`src/rtl/rotary_input_conditioner_pkg.sv`:
```
// Shared constants and the quadrature legality test for the rotary input conditioner.
// Imported by the interface, the per-contact debouncer and the top.
package rotary_cond_pkg;

   localparam int                       ILLEGAL_CNT_W      = 8;
   localparam logic [ILLEGAL_CNT_W-1:0] ILLEGAL_CNT_MAX    = 8'd255;
   localparam logic                     IDLE_LEVEL_DEFAULT = 1'b1;

   // Both phases of a quadrature pair moving on the same edge is not a Gray step.
   function automatic logic is_illegal_step(input logic [1:0] prev, input logic [1:0] curr);
      return (prev ^ curr) == 2'b11;
   endfunction

endpackage

```
`src/rtl/rotary_input_conditioner_if.sv`:
```
// Bundle of raw contacts, clean levels and illegal-step status between the board side and the conditioner.
// The master side drives contacts and the clear strobe; the slave side (the conditioner) drives the rest.
interface rotary_cond_if
   import rotary_cond_pkg::*;
#(
   parameter int CHANNELS = 2
);

   logic [2*CHANNELS-1:0]             rotary_raw;
   logic [2*CHANNELS-1:0]             rotary_clean;
   logic [CHANNELS-1:0]               illegal_step;
   logic [ILLEGAL_CNT_W*CHANNELS-1:0] illegal_count;
   logic                              clear_counts;

   modport master (
      output rotary_raw,
      output clear_counts,
      input  rotary_clean,
      input  illegal_step,
      input  illegal_count
   );

   modport slave (
      input  rotary_raw,
      input  clear_counts,
      output rotary_clean,
      output illegal_step,
      output illegal_count
   );

endinterface

```
`src/rtl/rotary_input_conditioner_debounce_bit.sv`:
```
// One mechanical contact: SYNC_STAGES-flop synchroniser followed by a restart-on-equality debounce counter.
// A stable change reaches o_clean on the (SYNC_STAGES+DEBOUNCE_CYCLES)-th edge counting the sampling edge.
module debounce_bit #(
   parameter int   SYNC_STAGES     = 2,
   parameter int   DEBOUNCE_CYCLES = 50000,
   parameter logic IDLE_LEVEL      = 1'b1
) (
   input  logic clk,
   input  logic reset,
   input  logic i_raw,
   output logic o_clean
);

   localparam int             CNT_W    = (DEBOUNCE_CYCLES > 1) ? $clog2(DEBOUNCE_CYCLES) : 1;
   localparam logic [CNT_W-1:0] CNT_LAST = CNT_W'(DEBOUNCE_CYCLES - 1);

   logic [SYNC_STAGES-1:0] r_sync;
   logic [CNT_W-1:0]       r_cnt;
   logic                   r_clean;
   logic                   w_synced;

   assign w_synced = r_sync[SYNC_STAGES-1];
   assign o_clean  = r_clean;

   always_ff @(posedge clk or posedge reset) begin
      if (reset) begin
         r_sync <= {SYNC_STAGES{IDLE_LEVEL}};
      end else begin
         r_sync <= {r_sync[SYNC_STAGES-2:0], i_raw};
      end
   end

   // Any cycle where the synced level agrees with the output restarts the count.
   always_ff @(posedge clk or posedge reset) begin
      if (reset) begin
         r_cnt   <= '0;
         r_clean <= IDLE_LEVEL;
      end else if (w_synced == r_clean) begin
         r_cnt <= '0;
      end else if (r_cnt == CNT_LAST) begin
         r_clean <= w_synced;
         r_cnt   <= '0;
      end else begin
         r_cnt <= r_cnt + 1'b1;
      end
   end

endmodule

```
`src/rtl/rotary_input_conditioner.sv`:
```
// Per-channel rotary front end: debounced clean levels, illegal quadrature step pulse and saturating count.
// illegal_step is high for the cycle after a pair's clean bits both update; clear wins before increment.
module rotary_input_conditioner
   import rotary_cond_pkg::*;
#(
   parameter int   CHANNELS        = 2,
   parameter int   SYNC_STAGES     = 2,
   parameter int   DEBOUNCE_CYCLES = 50000,
   parameter logic IDLE_LEVEL      = IDLE_LEVEL_DEFAULT
) (
   input  logic         clk,
   input  logic         reset,
   rotary_cond_if.slave bus
);

   logic [2*CHANNELS-1:0]                  w_clean;
   logic [2*CHANNELS-1:0]                  r_prev_clean;
   logic [CHANNELS-1:0]                    w_illegal;
   logic [CHANNELS-1:0][ILLEGAL_CNT_W-1:0] r_count;

   for (genvar b = 0; b < 2*CHANNELS; b++) begin : g_bit
      debounce_bit #(
         .SYNC_STAGES     (SYNC_STAGES),
         .DEBOUNCE_CYCLES (DEBOUNCE_CYCLES),
         .IDLE_LEVEL      (IDLE_LEVEL)
      ) u_db (
         .clk     (clk),
         .reset   (reset),
         .i_raw   (bus.rotary_raw[b]),
         .o_clean (w_clean[b])
      );
   end

   // prev_clean shares the clean reset value, so reset itself never looks like a step.
   always_ff @(posedge clk or posedge reset) begin
      if (reset) begin
         r_prev_clean <= {(2*CHANNELS){IDLE_LEVEL}};
      end else begin
         r_prev_clean <= w_clean;
      end
   end

   always_comb begin
      w_illegal = '0;
      for (int c = 0; c < CHANNELS; c++) begin
         w_illegal[c] = is_illegal_step(r_prev_clean[2*c +: 2], w_clean[2*c +: 2]);
      end
   end

   always_ff @(posedge clk or posedge reset) begin
      if (reset) begin
         r_count <= '0;
      end else begin
         for (int c = 0; c < CHANNELS; c++) begin
            if (bus.clear_counts) begin
               r_count[c] <= w_illegal[c] ? ILLEGAL_CNT_W'(1) : '0;
            end else if (w_illegal[c] && (r_count[c] != ILLEGAL_CNT_MAX)) begin
               r_count[c] <= r_count[c] + 1'b1;
            end
         end
      end
   end

   assign bus.rotary_clean  = w_clean;
   assign bus.illegal_step  = w_illegal;
   assign bus.illegal_count = r_count;

endmodule

```
`src/flat_wrapper.sv`:
```
// flat-port wrapper written by rule: the top's interface ports become plain ports
module rotary_input_conditioner_flat import rotary_cond_pkg::*;
#(
   parameter int   CHANNELS        = 2,
   parameter int   SYNC_STAGES     = 2,
   parameter int   DEBOUNCE_CYCLES = 50000,
   parameter logic IDLE_LEVEL      = IDLE_LEVEL_DEFAULT
)
  (clk, reset, bus_rotary_raw, bus_clear_counts, bus_rotary_clean, bus_illegal_step, bus_illegal_count);
  rotary_cond_if #(.CHANNELS(CHANNELS)) bus_i ();
  input  logic clk;
  input  logic reset;
  input wire logic [$bits(bus_i.rotary_raw)-1:0] bus_rotary_raw;
  input wire logic [$bits(bus_i.clear_counts)-1:0] bus_clear_counts;
  output wire logic [$bits(bus_i.rotary_clean)-1:0] bus_rotary_clean;
  output wire logic [$bits(bus_i.illegal_step)-1:0] bus_illegal_step;
  output wire logic [$bits(bus_i.illegal_count)-1:0] bus_illegal_count;
  assign bus_i.rotary_raw = bus_rotary_raw;
  assign bus_i.clear_counts = bus_clear_counts;
  assign bus_rotary_clean = bus_i.rotary_clean;
  assign bus_illegal_step = bus_i.illegal_step;
  assign bus_illegal_count = bus_i.illegal_count;
  rotary_input_conditioner #(.CHANNELS(CHANNELS), .SYNC_STAGES(SYNC_STAGES), .DEBOUNCE_CYCLES(DEBOUNCE_CYCLES), .IDLE_LEVEL(IDLE_LEVEL)) u_core (.clk(clk), .reset(reset), .bus(bus_i));
endmodule
```
`config.mk`:
```
export PLATFORM = sky130hd
export DESIGN_NAME = rotary_input_conditioner_flat
export DESIGN_NICKNAME = d
export VERILOG_FILES = /design/src/rtl/rotary_input_conditioner_pkg.sv /design/src/rtl/rotary_input_conditioner_if.sv /design/src/rtl/rotary_input_conditioner_debounce_bit.sv /design/src/rtl/rotary_input_conditioner.sv /design/src/flat_wrapper.sv
export SDC_FILE = /design/constraint.sdc
export NUM_CORES = 1
export LEC_CHECK = 0
export ABC_AREA = 1
export BUFFER_PORTS_ARGS = -buffer_cell sky130_fd_sc_hd__buf_2
export CAP_MARGIN = 20
export CORE_ASPECT_RATIO = 0.7
export CORE_MARGIN = 4
export CORE_UTILIZATION = 30
export DETAILED_ROUTE_END_ITERATION = 7
export GPL_TIMING_DRIVEN = 0
export RECOVER_POWER = 25
export SLEW_MARGIN = 20
export SYNTH_ARGS = -nofsm -noshare
export SYNTH_HDL_FRONTEND = slang
export SYNTH_SLANG_ARGS = --single-unit
```
`constraint.sdc`:
```
create_clock -name clk -period 4.1 [get_ports clk]
set_input_delay 0.82 -clock clk [delete_from_list [all_inputs] [get_ports clk]]
set_output_delay 0.82 -clock clk [all_outputs]
set_load 0.01 [all_outputs]
```
==> metrics.md, run 1 <==
| Metric | Value |
|---|---|
| Yosys Warn Count | `0` |
| Post-CTS Setup Bufs | `0` |
| Crit path DAT | `1.53 ns` |
| Mapped Nets | `687` |
| Share of layout cells above drive strength 1 | `11.3%` |
| Synth Register Bits | `96` |
| Final Cell Area | `5970 µm²` |
| Clk sinks | `96` |
| Max stage delay on crit path | `0.70 ns` |
| Leak | `2.85 nW` |
| Reg2Reg Depth | `6` |
| # IOs | `29` |
| Slew headroom | `30.3%` |
| Root buf cell | `clkbuf_16` |
| Grt peak-use layer | `met1` |
| Top post-synthesis cells by area | `dfrtp_1, nand2_1, nor2_1` |
| CP Capture Type | `output port` |
| Post-Synthesis Cells | `674` |
| Placed standard-cell area | `5630 µm²` |
| FF/Latch Area | `2420 µm²` |
| Clk slew on worst S/H paths | `0.07 ns` |
| Tot GR Track Use | `11.9%` |
| Cell chain of the critical path | `xnor2_1 > nor2_4 > buf_2` |
| Worst VDD drop | `216 µV` |
| Vias | `4113` |
| CTS Hold Bufs | `0` |
| Commonest non-fill, non-tap cell in the layout | `nand2_1` |
| Cell area power density | `339 nW/µm²` |
| GRT met3 Usage | `2.63%` |
| Largest delay share family, worst path | `flip-flops` |
| RSZ-0062 raised after global routing | `false` |
| Global route total overflow | `0` |
| Mapped Area | `5170 µm²` |
| Worst Tran Pin Value | `1.04 ns` |
| Initial Util | `31.2%` |
| Die Width | `165 µm` |
| Fraction of post-synthesis cell area in the top cell type by area | `38.7%` |
| Multi-input gate area | `2440 µm²` |
| Distinct cell type count of the synthesized netlist | `31` |
| Dpl hpwl | `7930 µm` |
| Detail Route Antenna Nets | `0` |
| Clk_lat worst skew | `0.34 ns` |
| First-pass GRT wire length | `19200 µm` |
| Met2 usage | `16.6%` |
| Primary FF master, synth | `dfrtp_1` |
| Final Hold Fails | `0` |
| Setup_tns | `0 ns` |
| Max Slew Vio Count | `0` |
| Worst Path Required | `3.28 ns` |
| Ys async rst share | `100%` |
| Hold Crit Depth | `0` |
| CTS tree | `done` |
| Via/cell ratio | `4.36` |
| Port-buffer cells | `28` |
| H-tree Lvls | `3` |
| Die Height | `118 µm` |
| Gp weighted congestion | `0.831` |
| 1st-pass router iterations | `5` |
| Synthesized area per cell | `7.67 µm²` |
| Post-layout min period | `2.35 ns` |
| Row cnt | `39` |
| Clock skew | `0.00940 ns` |
| Layout fillers | `1736` |
| Slowest library cell on the worst path | `dfstp_1` |
| Starting DRT DRC Count | `387` |
| Diodes inserted | `0` |
| Commonest cells after routing, fill and taps aside | `nand2_1, nor2_1, dfrtp_1` |
| Min-Delay Path Class | `register to register` |
| Max cap viols | `0` |
| Post-CTS Resized | `0` |
| Final core occ | `36.0%` |
| DRC viols | `0` |
| EDFF count, synth | `0` |
| Critical path class | `register to output port` |
| Die area | `19400 µm²` |
| Routed length per instance | `11.3 µm` |
| Status | `complete, no violations` |
| Final WL | `10700 µm` |
| Core ar. | `16600 µm²` |
| Crit path buf inv count | `1` |
| Post-synth top area cell | `dfrtp_1` |
| Startpoint Class | `register` |
| Final Setup Violations | `0` |
| Post-route clock period utilization | `57.4%` |
| Vias in the first global route | `4027` |
| Initial antenna violation count | `0` |
| Num CTS Buffers | `9` |
| Clock buffer depth | `2` |
| Fmax | `425 MHz` |
| CP max FO | `6` |
| Nets | `727` |
| Sequential area share after synthesis | `46.8%` |
| Met1 Use GR | `18.5%` |
| Layout area overhead | `15.4%` |
| Pin count of the biggest net entering global routing | `77` |
| WP depth | `3` |
power breakdown:
| group | switching [mW] | internal [mW] | total (mW) |
|---|---|---|---|
| clock network | 0.361 | 0.600 | 0.961 |
| registers | 0.0156 | 0.966 | 0.982 |
| logic | 0.0544 | 0.0246 | 0.0789 |
flip-flops by register name, summed over array words and instances, names as in the netlist:
| name | flops |
|---|---|
| u_core.bus.illegal_count | 16 |
| u_core.g_bit.u_db.o_clean | 4 |
| u_core.g_bit.u_db.r_cnt | 64 |
| u_core.g_bit.u_db.r_sync | 8 |
| u_core.r_prev_clean | 4 |
layer usage:
layer | share of wire [%] | vias up | routed length [µm]
met5 | 0 | - | 0
met4 | 0.76 | 0 | 81
met3 | 3.9 | 8 | 418
met2 | 39 | 60 | 4130
met1 | 57 | 1873 | 6030
li1 | - | 2172 | -
cell type report:
cell class,instances,area share [%]
plain buffers,7,0.713
flip-flops and latches,96,40.6
repair buffers,29,2.81
well taps,225,4.72
clock inverters,6,1.93
multi-input cells,499,40.8
inverters,72,4.55
clock buffers,10,3.84
Yosys cell counts, types with 2 or more instances:
cell type / number
xor2_1: 34
o21bai_1: 7
a21oi_1: 8
dfrtp_1: 80
clkbuf_1: 2
ha_1: 6
or2_2: 2
o21ai_0: 6
nand3_1: 72
nand2_4: 3
nand4_1: 5
nor2_2: 3
xnor2_1: 11
nand3b_1: 5
dfstp_2: 16
nand2_2: 4
inv_1: 71
nor2_4: 3
nor3b_1: 3
nor2_1: 146
buf_4: 4
nor3_1: 4
nand2_1: 171
worst paths after layout:
path | slack (ns) | end | start
max reg2reg | 2.50 | u_core.g_bit[3].u_db.r_cnt[8] | u_core.g_bit[3].u_db.r_cnt[0]
min reg2reg | 0.36 | u_core.g_bit[0].u_db.r_sync[1] | u_core.g_bit[0].u_db.r_sync[0]
max | 1.75 | bus_illegal_step[0] | u_core.g_bit[0].u_db.o_clean
min | 0.36 | u_core.g_bit[0].u_db.r_sync[1] | u_core.g_bit[0].u_db.r_sync[0]
min in group asynchronous | 0.66 | u_core.g_bit[0].u_db.r_cnt[1] | reset
max in group asynchronous | 2.57 | u_core.g_bit[3].u_db.r_sync[1] | reset
cell families after synthesis:
| family | after synthesis | share of synthesized area (%) |
|---|---|---|
| and+or+nand+nor | 425 | 35.4 |
| DFF | 96 | 46.8 |
| buffers and inverters | 79 | 6.05 |
| xor gates and xnor gates | 45 | 7.62 |
| AOI/OAI and AO/OA | 23 | 2.64 |
| adders and majority gates | 6 | 1.45 |
metrics by stage:
step / hold slack [ns] / setup WS, ns / std cells / power (mW)
6_report: 0.356 / 1.75 / 944 / 2.02
5_1_grt: 0.360 / 1.65 / 944 / 2.11
4_1_cts: 0.357 / 1.84 / 944 / 2.06
3_5_place_dp: 0.347 / 2.22 / 928 / 1.08
3_3_place_gp: 0.346 / -0.423 / 927 / 1.08
2_1_floorplan: 0.345 / 0.801 / 674 / 1.05
(Power assumes the default switching activity.)
==> run 2: changes to the inputs <==
--- a/config.mk
+++ b/config.mk
@@ -5,7 +5,7 @@
 export SDC_FILE = /design/constraint.sdc
 export NUM_CORES = 1
 export LEC_CHECK = 0
-export ABC_AREA = 1
+export ABC_AREA = 0
 export BUFFER_PORTS_ARGS = -buffer_cell sky130_fd_sc_hd__buf_2
 export CAP_MARGIN = 20
 export CORE_ASPECT_RATIO = 0.7
==> constraint.sdc (replaced) <==
create_clock -name clk -period 2.3 [get_ports clk]
set_input_delay 0.46 -clock clk [delete_from_list [all_inputs] [get_ports clk]]
set_output_delay 0.46 -clock clk [all_outputs]
set_load 0.01 [all_outputs]
==> metrics.md, run 2 <==
| Metric | Value |
|---|---|
| Crit path DAT | `1.69 ns (+0.16 ns)` |
| CTS tree | `done` |
| Die area | `17500 µm² (-10%)` |
| Layout area overhead | `16.7%` |
| Cell area power density | `643 nW/µm² (+90%)` |
| Dpl hpwl | `6700 µm (-16%)` |
| Int Pwr | `2.74 mW (+72%)` |
| Clock skew | `0.0109 ns (+0.00151 ns)` |
| RSZ-0062 raised after global routing | `false` |
| Fin cells | `685 (-27%)` |
| Vias | `3357 (-18%)` |
| Worst Setup Slack, final | `0.151 ns (-1.60 ns)` |
| Clock buffer depth | `2 (unchanged)` |
| Mapped Area | `4620 µm² (-11%)` |
| Fin Hold WS | `0.215 ns (-0.141 ns)` |
| FF/Latch Area | `2420 µm² (unchanged)` |
| Leak | `2.22 nW (-22%)` |
| Initial Util | `31.0% (-0.17 points)` |
| Final WL | `9240 µm (-13%)` |
| CTS Hold Bufs | `0 (unchanged)` |
| Count leader, synth | `dfrtp_1` |
| Top post-synthesis cells by area | `dfrtp_1, dfstp_2, xnor2_1` |
| Clk slew on worst S/H paths | `0.07 ns (about the same)` |
| Sw Share | `20.9% (-0.41 points)` |
| Top reg by flops | `u_core.g_bit.u_db.r_cnt` |
| Cell chain of the critical path | `xor2_1 > and2_1 > buf_2` |
| CP max FO | `5 (-1)` |
| Psw | `0.726 mW (+68%)` |
| # placed instances | `669 (-28%)` |
| Starting DRT DRC Count | `232 (-40%)` |
| 1st-pass router iterations | `4 (-1)` |
| Worst Path Required | `1.84 ns (-1.44 ns)` |
| Startpoint Class | `register` |
| Logic pwr share | `3.5% (-0.4 points)` |
| Clk_lat worst skew | `0.34 ns (about the same)` |
| Detail Route Antenna Nets | `0 (unchanged)` |
| Fmax | `465 MHz` |
| Vias in the first global route | `3412 (-15%)` |
| Initial antenna violation count | `0 (unchanged)` |
| # IOs | `29 (unchanged)` |
| Nets | `498 (-31%)` |
| Commonest cells after routing, fill and taps aside | `dfrtp_1, nor2_1, xnor2_1` |
| Max cap viols | `0 (unchanged)` |
| Share of layout cells above drive strength 1 | `16.3% (+5.1 points)` |
| Post-CTS Resized | `0 (unchanged)` |
| Post-layout min period | `2.15 ns` |
| Core ar. | `14900 µm² (-10%)` |
| Worst Tran Pin Value | `0.944 ns (-0.0954 ns)` |
| Pin count of the biggest net entering global routing | `32 (-58%)` |
| Critical path class | `register to output port` |
| Row cnt | `37 (-5.1%)` |
| Die Width | `156 µm (-5.2%)` |
| Slowest library cell on the worst path | `dfstp_2` |
| Synth Register Bits | `96 (unchanged)` |
| H-tree Lvls | `3 (unchanged)` |
| First-pass GRT wire length | `16300 µm (-15%)` |
| Ys async rst share | `100% (unchanged)` |
| Primary FF master, synth | `dfrtp_1` |
| Max Slew Vio Count | `0 (unchanged)` |
| EDFF count, synth | `0 (unchanged)` |
| Slew headroom | `36.7% (+6.4 points)` |
| Mapped Nets | `457 (-33%)` |
| Clk sinks | `96 (unchanged)` |
| Routed length per instance | `13.5 µm (+19%)` |
| Distinct cell type count of the synthesized netlist | `40 (+29%)` |
| Final Setup Violations | `0 (unchanged)` |
| Layout fillers | `1466 (-16%)` |
| Min-Delay Path Class | `input pin to register` |
| Fraction of post-synthesis cell area in the top cell type by area | `43.3% (+4.6 points)` |
| Post-CTS Setup Bufs | `0 (unchanged)` |
| Post-route clock period utilization | `93.4%` |
| Worst VDD drop | `318 µV (+47%)` |
| Final core occ | `36.2% (+0.21 points)` |
| Die Height | `112 µm (-5.1%)` |
| Via/cell ratio | `4.90 (+12%)` |
| Tot GR Track Use | `11.2% (-0.66 points)` |
| Post-Place Worst Slack | `0.354 ns (-1.87 ns)` |
| Max stage delay on crit path | `0.58 ns (-0.12 ns)` |
| Synth cell count leaders | `dfrtp_1, nor2_1, xnor2_1` |
| Commonest non-fill, non-tap cell in the layout | `dfrtp_1` |
| Sequential power share | `50.2% (+1.6 points)` |
| Synthesized area per cell | `10.4 µm² (+36%)` |
| Root buf cell | `clkbuf_16` |
| Max reg flops | `64 (unchanged)` |
| Setup_tns | `0 ns (unchanged)` |
| Multi-input gate area | `2040 µm² (-16%)` |
| CP Capture Type | `output port` |
| Status | `complete, no violations` |
| DRC viols | `0 (unchanged)` |
| Clk network pwr share | `46.4% (-1.1 points)` |
| Post-synth top area cell | `dfrtp_1` |
| Gp weighted congestion | `0.797 (-4.1%)` |
| Num CTS Buffers | `9 (unchanged)` |
| Post-Synthesis Cells | `444 (-34%)` |
| Global route total overflow | `0 (unchanged)` |
| Port-buffer cells | `27 (-3.6%)` |
| Yosys Warn Count | `0 (unchanged)` |
| Sequential area share after synthesis | `52.4% (+5.6 points)` |
| Final Hold Fails | `0 (unchanged)` |
| Diodes inserted | `0 (unchanged)` |
==> run 2: critical path: cells and delay by family (launching register included) <==
kind          cells  cell delay [ns]
simple gates      1             0.24
xor+xnor          1             0.39
buf+inv           1             0.15
flops             1             0.58
==> run 2: per-stage QoR <==
stage	instance area, µm²	total power, mW
after CTS	5390	3.52
after global routing	5390	3.60
final	5390	3.47
after floorplan	4620	1.85
after global placement	5000	1.88
after detailed placement	5070	1.90
==> run 2: power groups by stage <==
stage | logic, mW | registers [mW] | clock network [mW]
after floorplan | 0.0809 | 1.77 | 0
after global placement | 0.110 | 1.77 | 0
after detailed placement | 0.125 | 1.77 | 0
after CTS | 0.126 | 1.74 | 1.65
after global routing | 0.142 | 1.74 | 1.72
final | 0.120 | 1.74 | 1.61
==> run 2: layout make-up <==
cell class	count	area share [%]
Sequential cell	96	44.9
Clock inverter	5	1.49
Timing Repair Buffer	30	3.76
Buffer	11	1.51
Clock buffer	11	4.50
Multi-Input combinational cell	317	37.9
Inverter	20	1.42
Tap cell	195	4.53
==> run 2: cell families (layout without fill, tap and decap cells) <==
logic type               after synthesis  after routing  synth area share [%]
multiplexers                           6              6                  1.41
AO/OA/AOI/OAI                         38             38                  6.44
adder cells (fa/ha/maj)                6              6                  1.62
flip-flops                            96             96                  52.4
buffers and inverters                 31             77                  3.38
AND/OR/NAND/NOR                      206            206                  23.2
XOR/XNOR                              61             61                  11.6
==> run 2: path summary, 6_finish.rpt <==
check,start,endpoint,slack (ns),depth (start not counted)
worst max-delay path,u_core.g_bit[0].u_db.o_clean,bus_illegal_step[0],0.15,3
worst min-delay path,bus_rotary_raw[2],u_core.g_bit[2].u_db.r_sync[0],0.21,1
worst max register to register,u_core.g_bit[2].u_db.r_cnt[0],u_core.g_bit[2].u_db.r_cnt[12],0.34,5
worst min register to register,u_core.g_bit[1].u_db.r_sync[0],u_core.g_bit[1].u_db.r_sync[1],0.36,0
max in group asynchronous,reset,u_core.bus.illegal_count[13],1.01,5
min in group asynchronous,reset,u_core.g_bit[0].u_db.r_cnt[14],0.27,2
==> run 2: routing by layer <==
| metal | wire length [µm] | up-vias | track usage (%) |
|---|---|---|---|
| met5 | 0 | - | 0 |
| met4 | 100 | 0 | 3.53 |
| met3 | 389 | 9 | 2.84 |
| met2 | 4140 | 61 | 16.9 |
| met1 | 4600 | 1641 | 15.8 |
| li1 | - | 1646 | - |
==> run 3: changes to the inputs <==
--- a/config.mk
+++ b/config.mk
@@ -17,4 +17,5 @@
 export SLEW_MARGIN = 20
 export SYNTH_ARGS = -nofsm -noshare
 export SYNTH_HDL_FRONTEND = slang
+export SYNTH_HIERARCHICAL = 1
 export SYNTH_SLANG_ARGS = --single-unit
==> constraint.sdc (replaced) <==
create_clock -name clk -period 2.65 [get_ports clk]
set_input_delay 0.53 -clock clk [delete_from_list [all_inputs] [get_ports clk]]
set_output_delay 0.53 -clock clk [all_outputs]
set_load 0.01 [all_outputs]
==> metrics.md, run 3 <==
| Metric | Value |
|---|---|
| Status | `complete, no violations` |
| Port-buffer cells | `28 (+3.7%)` |
| Post-synth top area cell | `dfrtp_1` |
| Top post-synthesis cells by area | `dfrtp_1, dfstp_2, xnor2_1` |
| Die Height | `116 µm (+3.8%)` |
| CP Capture Type | `output port` |
| CP max FO | `6 (+1)` |
| RSZ-0062 raised after global routing | `false` |
| Post-CTS Setup Bufs | `0 (unchanged)` |
| EDFF count, synth | `0 (unchanged)` |
| Initial Util | `30.6% (-0.38 points)` |
| Slowest library cell on the worst path | `dfstp_1` |
| Starting DRT DRC Count | `215 (-7.3%)` |
| Crit path buf inv count | `3 (+2)` |
| Fmax | `433 MHz` |
| Cell chain of the critical path | `xnor2_1 > or2_0 > buf_2 > inv_1 > buf_2` |
| Min-Delay Path Class | `input pin to register` |
| Post-CTS Resized | `0 (unchanged)` |
| Post-route clock period utilization | `87.1%` |
| Commonest cells after routing, fill and taps aside | `dfrtp_1, nor2_1, xnor2_1` |
| Clock buffer depth | `2 (unchanged)` |
| Dpl hpwl | `7260 µm (+8.4%)` |
| Die area | `18800 µm² (+7.8%)` |
| Distinct cell type count of the synthesized netlist | `53 (+33%)` |
| # IOs | `29 (unchanged)` |
| Sequential area share after synthesis | `48.4% (-4.0 points)` |
| H-tree Lvls | `3 (unchanged)` |
| Share of layout cells above drive strength 1 | `23.7% (+7.4 points)` |
| Initial antenna violation count | `0 (unchanged)` |
| CTS Hold Bufs | `0 (unchanged)` |
| 1st-pass router iterations | `4 (unchanged)` |
| Tot GR Track Use | `11.3% (+0.094 points)` |
| Crit path DAT | `1.78 ns (+0.09 ns)` |
| Count leader, synth | `dfrtp_1` |
| Root buf cell | `clkbuf_16` |
| Core ar. | `16300 µm² (+9.7%)` |
| Fraction of post-synthesis cell area in the top cell type by area | `40.0% (-3.3 points)` |
| Worst Path Required | `2.12 ns (+0.28 ns)` |
| Pin count of the biggest net entering global routing | `21 (-34%)` |
| Synth Register Bits | `96 (unchanged)` |
| Max cap viols | `0 (unchanged)` |
| Largest delay share family, worst path | `flip-flops` |
| Num CTS Buffers | `9 (unchanged)` |
| Critical path class | `register to output port` |
| Global route total overflow | `0 (unchanged)` |
| Post-Place Worst Slack | `0.776 ns (+0.422 ns)` |
| Routed length per instance | `13.7 µm (+1.3%)` |
| Worst Tran Pin Value | `0.796 ns (-0.148 ns)` |
| Clock skew | `0.00602 ns (-0.00489 ns)` |
| Worst Setup Slack, final | `0.342 ns (+0.191 ns)` |
| WP depth | `5 (+2)` |
| Vias | `3460 (+3.1%)` |
| Vias in the first global route | `3476 (+1.9%)` |
| Via/cell ratio | `4.76 (-2.9%)` |
| Final Hold Fails | `0 (unchanged)` |
| Post-Synthesis Cells | `458 (+3.2%)` |
| Final Setup Violations | `0 (unchanged)` |
| Clk sinks | `96 (unchanged)` |
| Max reg flops | `64 (unchanged)` |
| Nets | `510 (+2.4%)` |
| Final WL | `9930 µm (+7.5%)` |
| Synth cell count leaders | `dfrtp_1, nor2_1, xnor2_1` |
| Total power | `2.83 mW (-18%)` |
| Row cnt | `39 (+5.4%)` |
| Diodes inserted | `0 (unchanged)` |
| Cell area power density | `496 nW/µm² (-23%)` |
| Layout fillers | `1616 (+10%)` |
| Top reg by flops | `u_core/g_bit.u_db/r_cnt` |
| Layout area overhead | `14.0%` |
| Ys async rst share | `100% (unchanged)` |
| Primary FF master, synth | `dfrtp_1` |
| Post-layout min period | `2.31 ns` |
| Worst VDD drop | `274 µV (-14%)` |
| CTS tree | `done` |
| Commonest non-fill, non-tap cell in the layout | `dfrtp_1` |
| DRC viols | `0 (unchanged)` |
| Setup_tns | `0 ns (unchanged)` |
| Die Width | `162 µm (+3.9%)` |
| Gp weighted congestion | `0.818 (+2.7%)` |
| First-pass GRT wire length | `17300 µm (+6.0%)` |
| Detail Route Antenna Nets | `0 (unchanged)` |
| Hold Crit Depth | `1 (unchanged)` |
| Startpoint Class | `register` |
| Max stage delay on crit path | `0.64 ns (+0.06 ns)` |
| CP dominant cell by count | `buf_2` |
| Clk_lat worst skew | `0.34 ns (about the same)` |
| Reg2Reg Depth | `5 (unchanged)` |
| Max Slew Vio Count | `0 (unchanged)` |
| Leak | `2.41 nW (+8.3%)` |
| Mapped Nets | `471 (+3.1%)` |
| Synthesized area per cell | `10.9 µm² (+5.0%)` |
| Clk slew on worst S/H paths | `0.06 ns (about the same)` |
| Mapped Area | `5000 µm² (+8.3%)` |
| Yosys Warn Count | `6 (+6)` |
| Slew headroom | `46.9% (+10 points)` |
run 3: cell types whose count changed after synthesis, sizes merged, moves of 5 or more:
cell   delta
a21oi    -11
and3     +10
and4      +5
buf       +7
inv       -6
nand4    +13
nor2b     +5
nor4      -7
or3      -13
xnor2     -7
xor2     +10
run 3: cell type report:
type	count	area, µm²	area share (%)
timing repair buffer	28	139	2.44
inverter	14	52.6	0.921
sequential	96	2420	42.5
multi-input combinational	328	2360	41.4
clock buffer	13	260	4.56
tap	225	282	4.94
clock inverter	3	17.5	0.307
buffer	20	166	2.92
run 3: worst paths after layout:
path | slack, ns | end | startpoint
max in group asynchronous | 1.73 | u_core/bus.illegal_count[6] | reset
setup reg to reg | 0.74 | u_core/bus.illegal_count[12] | u_core/g_bit[3].u_db/o_clean
setup / recovery | 0.34 | bus_illegal_step[1] | u_core/g_bit[3].u_db/o_clean
hold / removal | 0.29 | u_core/g_bit[2].u_db/r_sync[0] | bus_rotary_raw[2]
hold reg to reg | 0.36 | u_core/g_bit[1].u_db/r_sync[1] | u_core/g_bit[1].u_db/r_sync[0]
min in group asynchronous | 0.38 | u_core/g_bit[3].u_db/r_cnt[6] | reset
run 3: logic make-up (layout without fill, tap and decap cells):
| logic type | after synthesis | count (layout) | synth area share [%] |
|---|---|---|---|
| fa+ha+maj | 6 | 6 | 1.50 |
| xor+xnor | 64 | 64 | 11.2 |
| simple gates | 223 | 223 | 29.0 |
| flops | 96 | 96 | 48.4 |
| buf+inv | 34 | 78 | 4.38 |
| mux | 6 | 6 | 1.32 |
| compound gates | 29 | 29 | 4.20 |
run 3: worst register-to-register path, cell delays in order (launching register included):
cell and delay, ns:
dfstp_1 0.64, xnor2_1 0.17, or2_0 0.24, buf_2 0.15, or4_1 0.50, a21oi_1 0.15
run 3: where the power goes:
group	total, mW	internal [mW]	switching [mW]
combinational	0.0940	0.0274	0.0666
clock	1.22	0.685	0.530
sequential	1.52	1.49	0.0268
total	2.83	2.20	0.623
run 3: through the flow:
stage / hold slack, ns / utilization [%] / area, µm² / std cells
3_3_place_gp: 0.348 / 33.2 / 5430 / 711
6_report: 0.292 / 34.9 / 5700 / 727
3_5_place_dp: 0.349 / 33.2 / 5430 / 711
5_1_grt: 0.276 / 34.9 / 5700 / 727
4_1_cts: 0.276 / 34.9 / 5700 / 727
2_1_floorplan: 0.345 / - / 5000 / 458
run 3: metal layers:
metal | global-route usage, % | up-vias | share of wire (%)
li1 | - | 1695 | -
met1 | 15.7 | 1704 | 50
met2 | 17.9 | 54 | 45
met3 | 2.74 | 7 | 3.2
met4 | 2.82 | 0 | 0.81
met5 | 0 | - | 0
